`src/rtl/alu_pkg.sv`:
```
// Shared ALU definitions: default operand width and the result-mux opcode set.
// The XNOR opcode is consumed by the ALU mux; the logic-op units only use the width.
package alu_pkg;

    localparam int ALU_WIDTH_DEFAULT = 4;
    localparam int ALU_WIDTH_MAX     = 64;

    typedef enum logic [2:0] {
        ALU_OP_AND  = 3'd0,
        ALU_OP_OR   = 3'd1,
        ALU_OP_XOR  = 3'd2,
        ALU_OP_XNOR = 3'd3
    } alu_op_e;

    function automatic logic alu_op_is_logic(input alu_op_e op);
        return (op == ALU_OP_AND) || (op == ALU_OP_OR) ||
               (op == ALU_OP_XOR) || (op == ALU_OP_XNOR);
    endfunction

endpackage

```
`src/rtl/xnor_flag_calc.sv`:
```
// Combinational all-ones / all-zeros reduction of a WIDTH-bit vector.
// Shared by the logic-op units to build their ALU status flags.
module xnor_flag_calc
    import alu_pkg::*;
#(
    parameter int WIDTH = ALU_WIDTH_DEFAULT
) (
    input  logic [WIDTH-1:0] vec_i,
    output logic             all_ones_o,
    output logic             all_zeros_o
);

    assign all_ones_o  = &vec_i;
    assign all_zeros_o = ~|vec_i;

endmodule

```
`src/rtl/xnor_gate.sv`:
```
// Registered bitwise XNOR unit with valid, equality and zero flags (1-cycle latency).
// Optional macro XNOR_GATE_MASK_EN adds a per-bit result mask input.
module xnor_gate
    import alu_pkg::*;
#(
    parameter int WIDTH = ALU_WIDTH_DEFAULT
) (
    input  logic             clk,
    input  logic             rst,
    input  logic             in_valid,
    input  logic [WIDTH-1:0] A,
    input  logic [WIDTH-1:0] B,
`ifdef XNOR_GATE_MASK_EN
    input  logic [WIDTH-1:0] mask,
`endif
    output logic [WIDTH-1:0] result,
    output logic             out_valid,
    output logic             eq_flag,
    output logic             zero_flag
);

    logic [WIDTH-1:0] xnor_raw;
    logic [WIDTH-1:0] result_c;
    logic             eq_c;
    logic             zero_c;

    logic [WIDTH-1:0] result_q, result_d;
    logic             valid_q, valid_d;
    logic             eq_q, eq_d;
    logic             zero_q, zero_d;

    assign xnor_raw = ~(A ^ B);

`ifdef XNOR_GATE_MASK_EN
    logic [WIDTH-1:0] eq_vec;
    logic             eq_vec_zero_unused;
    logic             res_ones_unused;

    // Masked-off bits are forced to 1 for equality so they never veto eq_flag.
    assign result_c = xnor_raw & mask;
    assign eq_vec   = xnor_raw | ~mask;

    xnor_flag_calc #(.WIDTH(WIDTH)) u_eq_calc (
        .vec_i       (eq_vec),
        .all_ones_o  (eq_c),
        .all_zeros_o (eq_vec_zero_unused)
    );

    xnor_flag_calc #(.WIDTH(WIDTH)) u_zero_calc (
        .vec_i       (result_c),
        .all_ones_o  (res_ones_unused),
        .all_zeros_o (zero_c)
    );
`else
    assign result_c = xnor_raw;

    xnor_flag_calc #(.WIDTH(WIDTH)) u_flag_calc (
        .vec_i       (result_c),
        .all_ones_o  (eq_c),
        .all_zeros_o (zero_c)
    );
`endif

    always_comb begin
        result_d = result_q;
        eq_d     = eq_q;
        zero_d   = zero_q;
        valid_d  = 1'b0;
        if (in_valid) begin
            result_d = result_c;
            eq_d     = eq_c;
            zero_d   = zero_c;
            valid_d  = 1'b1;
        end
    end

    // Reset clears result to 0 rather than the XNOR of zero operands.
    always_ff @(posedge clk) begin
        if (rst) begin
            result_q <= '0;
            valid_q  <= 1'b0;
            eq_q     <= 1'b0;
            zero_q   <= 1'b0;
        end else begin
            result_q <= result_d;
            valid_q  <= valid_d;
            eq_q     <= eq_d;
            zero_q   <= zero_d;
        end
    end

    assign result    = result_q;
    assign out_valid = valid_q;
    assign eq_flag   = eq_q;
    assign zero_flag = zero_q;

endmodule

```
`config.mk`:
```
export PLATFORM = sky130hd
export DESIGN_NAME = xnor_gate
export DESIGN_NICKNAME = d
export VERILOG_FILES = /design/src/rtl/alu_pkg.sv /design/src/rtl/xnor_flag_calc.sv /design/src/rtl/xnor_gate.sv
export SDC_FILE = /design/constraint.sdc
export NUM_CORES = 1
export LEC_CHECK = 0
export ABC_AREA = 1
export CAP_MARGIN = 10
export CORE_AREA = 2 2 39 41
export DETAILED_ROUTE_END_ITERATION = 6
export DIE_AREA = 0 0 41 43
export PLACE_DENSITY = 0.66
export SLEW_MARGIN = 20
export SYNTH_ARGS = -nofsm -noshare
export SYNTH_HDL_FRONTEND = slang
export SYNTH_SLANG_ARGS = --single-unit
export TNS_END_PERCENT = 5
```
`constraint.sdc`:
```
create_clock -name clk -period 1.9 [get_ports clk]
set_input_delay 0.38 -clock clk [delete_from_list [all_inputs] [get_ports clk]]
set_output_delay 0.38 -clock clk [all_outputs]
set_load 0.02 [all_outputs]
```
==> results <==
- The net count of the finished layout is 88.
- Synthesis inferred 7 register bits.
- Data on the critical path is required at its endpoint by 1520 ps.
- The average wire per cell in the routed design is 7.152 µm.
- The worst setup margin is 332.3 ps.
- In this run the worst setup path begins at result[2]$_SDFFE_PP0P_.
- The finished cells cover 566.8 µm².
- Headroom to the max-slew limit came out at 0.8254.
- Adding up every negative setup slack in the final design gives 0 ps.
- Setup violations remaining at the end of the flow were counted as 0.
- The number of antenna violations at the first check in global routing came to 0.
- The last weighted congestion value of the routability-driven placer is 0.7852.
- The number of hold buffers added after CTS is 0.
- Broken down by cell family, the worst path's largest delay share belongs to buffers and inverters.
- Traced cell by cell, the critical path runs through clkdlybuf4s50_1.
- The via count of the first global-routing pass is 328.
- From left edge to right edge, the die measures 41 µm.
- The analysis attributes to cell leakage a power of 0.2805 nW.
- The number of sinks driven by the clock tree is 7.
- The floorplan step defined a die boundary enclosing 1763 µm².
- For this block, the initial DRC count from the detailed router was 8.
- The effective utilization at floorplan is 0.2532.
- The final wirelength is between 600 and 700 µm.
- On the final layout, the worst clock skew is 0 ps.
- The number of primary I/O pins is 18.
- The later pin in the worst-skew pair is clocked with a latency of approximately 240 ps.
- The biggest area contributor in the post-synthesis netlist is dfxtp_1.
- Setup repair after global routing left no endpoint under its margin.
- The number of antenna cells inserted is 0.
- The overall via count from detail_route is 373.
- Yosys printed 0 warnings.
- The shortest clock period the worst path allows after layout is 1568 ps.
- The post-cts repair resize count is 0.
- The share of the Yosys chip area taken by registers is 0.4000.
- Excluding fillers, the count of instances in the completed layout stands at 92.
- In this run the most critical hold path is launched from eq_flag$_SDFFE_PP0P_.
- The kind of critical path is reg2out.
- The post-synthesis instance total is 55.
- The clock tree buffer depth is 2.
- Derived from the worst setup path, the maximum achievable clock frequency is 0.6379 GHz.
- The first detailed-routing pass took 4 iterations.
- The mapped cell area is around 350 µm².
- The clock root buffer master is clkbuf_4.
- The pin count of the biggest net entering global routing is 8.
- In this run the standard cell core region covers 1384 µm².
- The layout overhead on the synthesized area is 61.79%.
- The detailed placer's ending HPWL is 549 µm.
- The maximum net fanout on the critical path is 2.
- The flow ran to the end, and the final reports show no timing, DRC or antenna violations.
- The delay contributed by the slowest stage of the critical path is 610 ps.
- The vertical die dimension is 43 µm.
- The start of the worst register-to-register path is result[2]$_SDFFE_PP0P_.
- For this design, the slowest cell found on the critical path is clkdlybuf4s50_1.
- The max capacitance violation total is 0.
- The area fraction of the dominant cell type after synthesis is 0.4000.
- STA classifies the critical path startpoint as a flip-flop.
- By area the synthesized netlist is led by dfxtp_1 40%, nand2_1 17%, nor2_1 12%.
- After global routing the overflow that remains totals 0.
- The synthesized net count is 66.
- The tightest min-delay check is of the reg2reg type.
- After clock tree synthesis, the clock-pin slew on the worst setup and hold paths is 50 ps.
- The number of clock buffers inserted by TritonCTS is 3.
- Of the cells placed in the final design, the portion with a size suffix greater than 1 is 0.09211.
- After detailed routing, the number of remaining DRC violations is 0.
- The placed instances occupy a cell area of 540.5 µm².
- Data on the critical path arrives at its endpoint at around 1200 ps.
- The number of rows created at floorplan is 14.
- Post-CTS timing repair inserted 0 buffers for setup.
- The pre-CTS setup slack is 422.0 ps.
- The transition time at the pin with the least slew margin is between 200 and 300 ps.
- The global-route wire length before repair is 1.214 mm.
- The level count of the clock H-tree is 1.
- The count of buffers from port buffering is 17.
- Dividing the synthesized area by the synthesized cell count gives between 6 and 7 µm².
- Using the TritonRoute via totals, the vias-per-cell ratio works out to 4.054.
- The endpoint kind of the worst setup timing path is an output port.
- VDD sags by at most around 0.00026 V.
- The max-slew violation count came to 0.
- The total placed cells including tap cells is 88.
- The ratio of final minimum period to clock period is 0.8251.
- The count of endpoints failing hold in the final timing report is 0.
- The overall global routing resource usage is 0.1027.
- The number of distinct standard cells referenced by the synthesized netlist is 12.
- The count of buffer and inverter cells on the critical path is 1.
- The TritonCTS clock tree is yes.
- The power per standard cell area is 663.0 nW/µm².
- The detail route stage leaves a number of antenna-violating nets equal to 0.
- The final core area utilization is 0.4096.
-- report_power, final --
| group | internal, W | switching (W) | leakage [nW] |
|---|---|---|---|
| clock | 0.0000799 | 0.0000504 | 0.0150 |
| combinational | 0.0000450 | 0.0000408 | 0.208 |
| sequential | 0.000156 | 0.00000416 | 0.0577 |
-- stage by stage --
stage / power (W) / hold slack (ps)
6_report: 0.0003758 / 469.6
5_1_grt: 0.0004063 / 511.0
4_1_cts: 0.0003830 / 476.2
3_5_place_dp: 0.0002492 / 469.5
3_3_place_gp: 0.0002486 / 472.2
2_1_floorplan: 0.0002018 / 442.4
-- cells in the mapped netlist --
master	number
a21oi_1	1
dfxtp_1	7
nand3_1	2
nor2_2	1
o21ai_0	3
inv_2	1
nand2_1	16
inv_1	10
and2_1	1
xor2_2	1
nor2_1	11
a21oi_2	1
-- worst paths after layout --
check | end | slack (ps) | cells past startpoint
max reg2reg | result[2]$_SDFFE_PP0P_ | 1220 | 4
min reg2reg | eq_flag$_SDFFE_PP0P_ | 470 | 2
min | eq_flag$_SDFFE_PP0P_ | 470 | 2
max | result[2] | 330 | 1
-- flip-flops by register name (all words and copies together), names as in the netlist --
register	flops
result	4
eq_flag	1
out_valid	1
zero_flag	1
-- cells in the final DEF (no fill, tap or decap), drive strengths merged --
master,synthesis,layout
clkdlybuf4s50,0,17
nand3,2,2
nand2,16,16
clkbuf,0,4
nor2,12,12
dfxtp,7,7
o21ai,3,3
a21oi,2,2
and2,1,1
inv,11,11
xor2,1,1
-- kinds of logic after synthesis --
family                 synth area share
XOR/XNOR                        0.04644
buffers and inverters            0.1179
flip-flops                       0.4000
AND/OR/NAND/NOR                  0.3536
AO/OA/AOI/OAI                   0.08212
-- tightest hold or removal path, stage by stage (launching register included) --
cell and delay [ps]:
dfxtp_1 310, nand2_1 60, a21oi_1 50
-- per-layer routing --
layer  part of all wire  track usage  vias up
met5                  0            0        -
met4                  0      0.04000        0
met3              0.079      0.06283        0
met2               0.47       0.1438       14
met1               0.45       0.1234      154
li1                   -            -      205
-- cell type report --
cell class / count / area [µm²]
Fill cell: 149 / 817.0
Sequential cell: 7 / 140.1
Clock buffer: 4 / 26.28
Tap cell: 16 / 20.02
Timing Repair Buffer: 17 / 170.2
Inverter: 11 / 41.29
Multi-Input combinational cell: 37 / 168.9
Note: power is estimated with default switching activity, not from simulation.
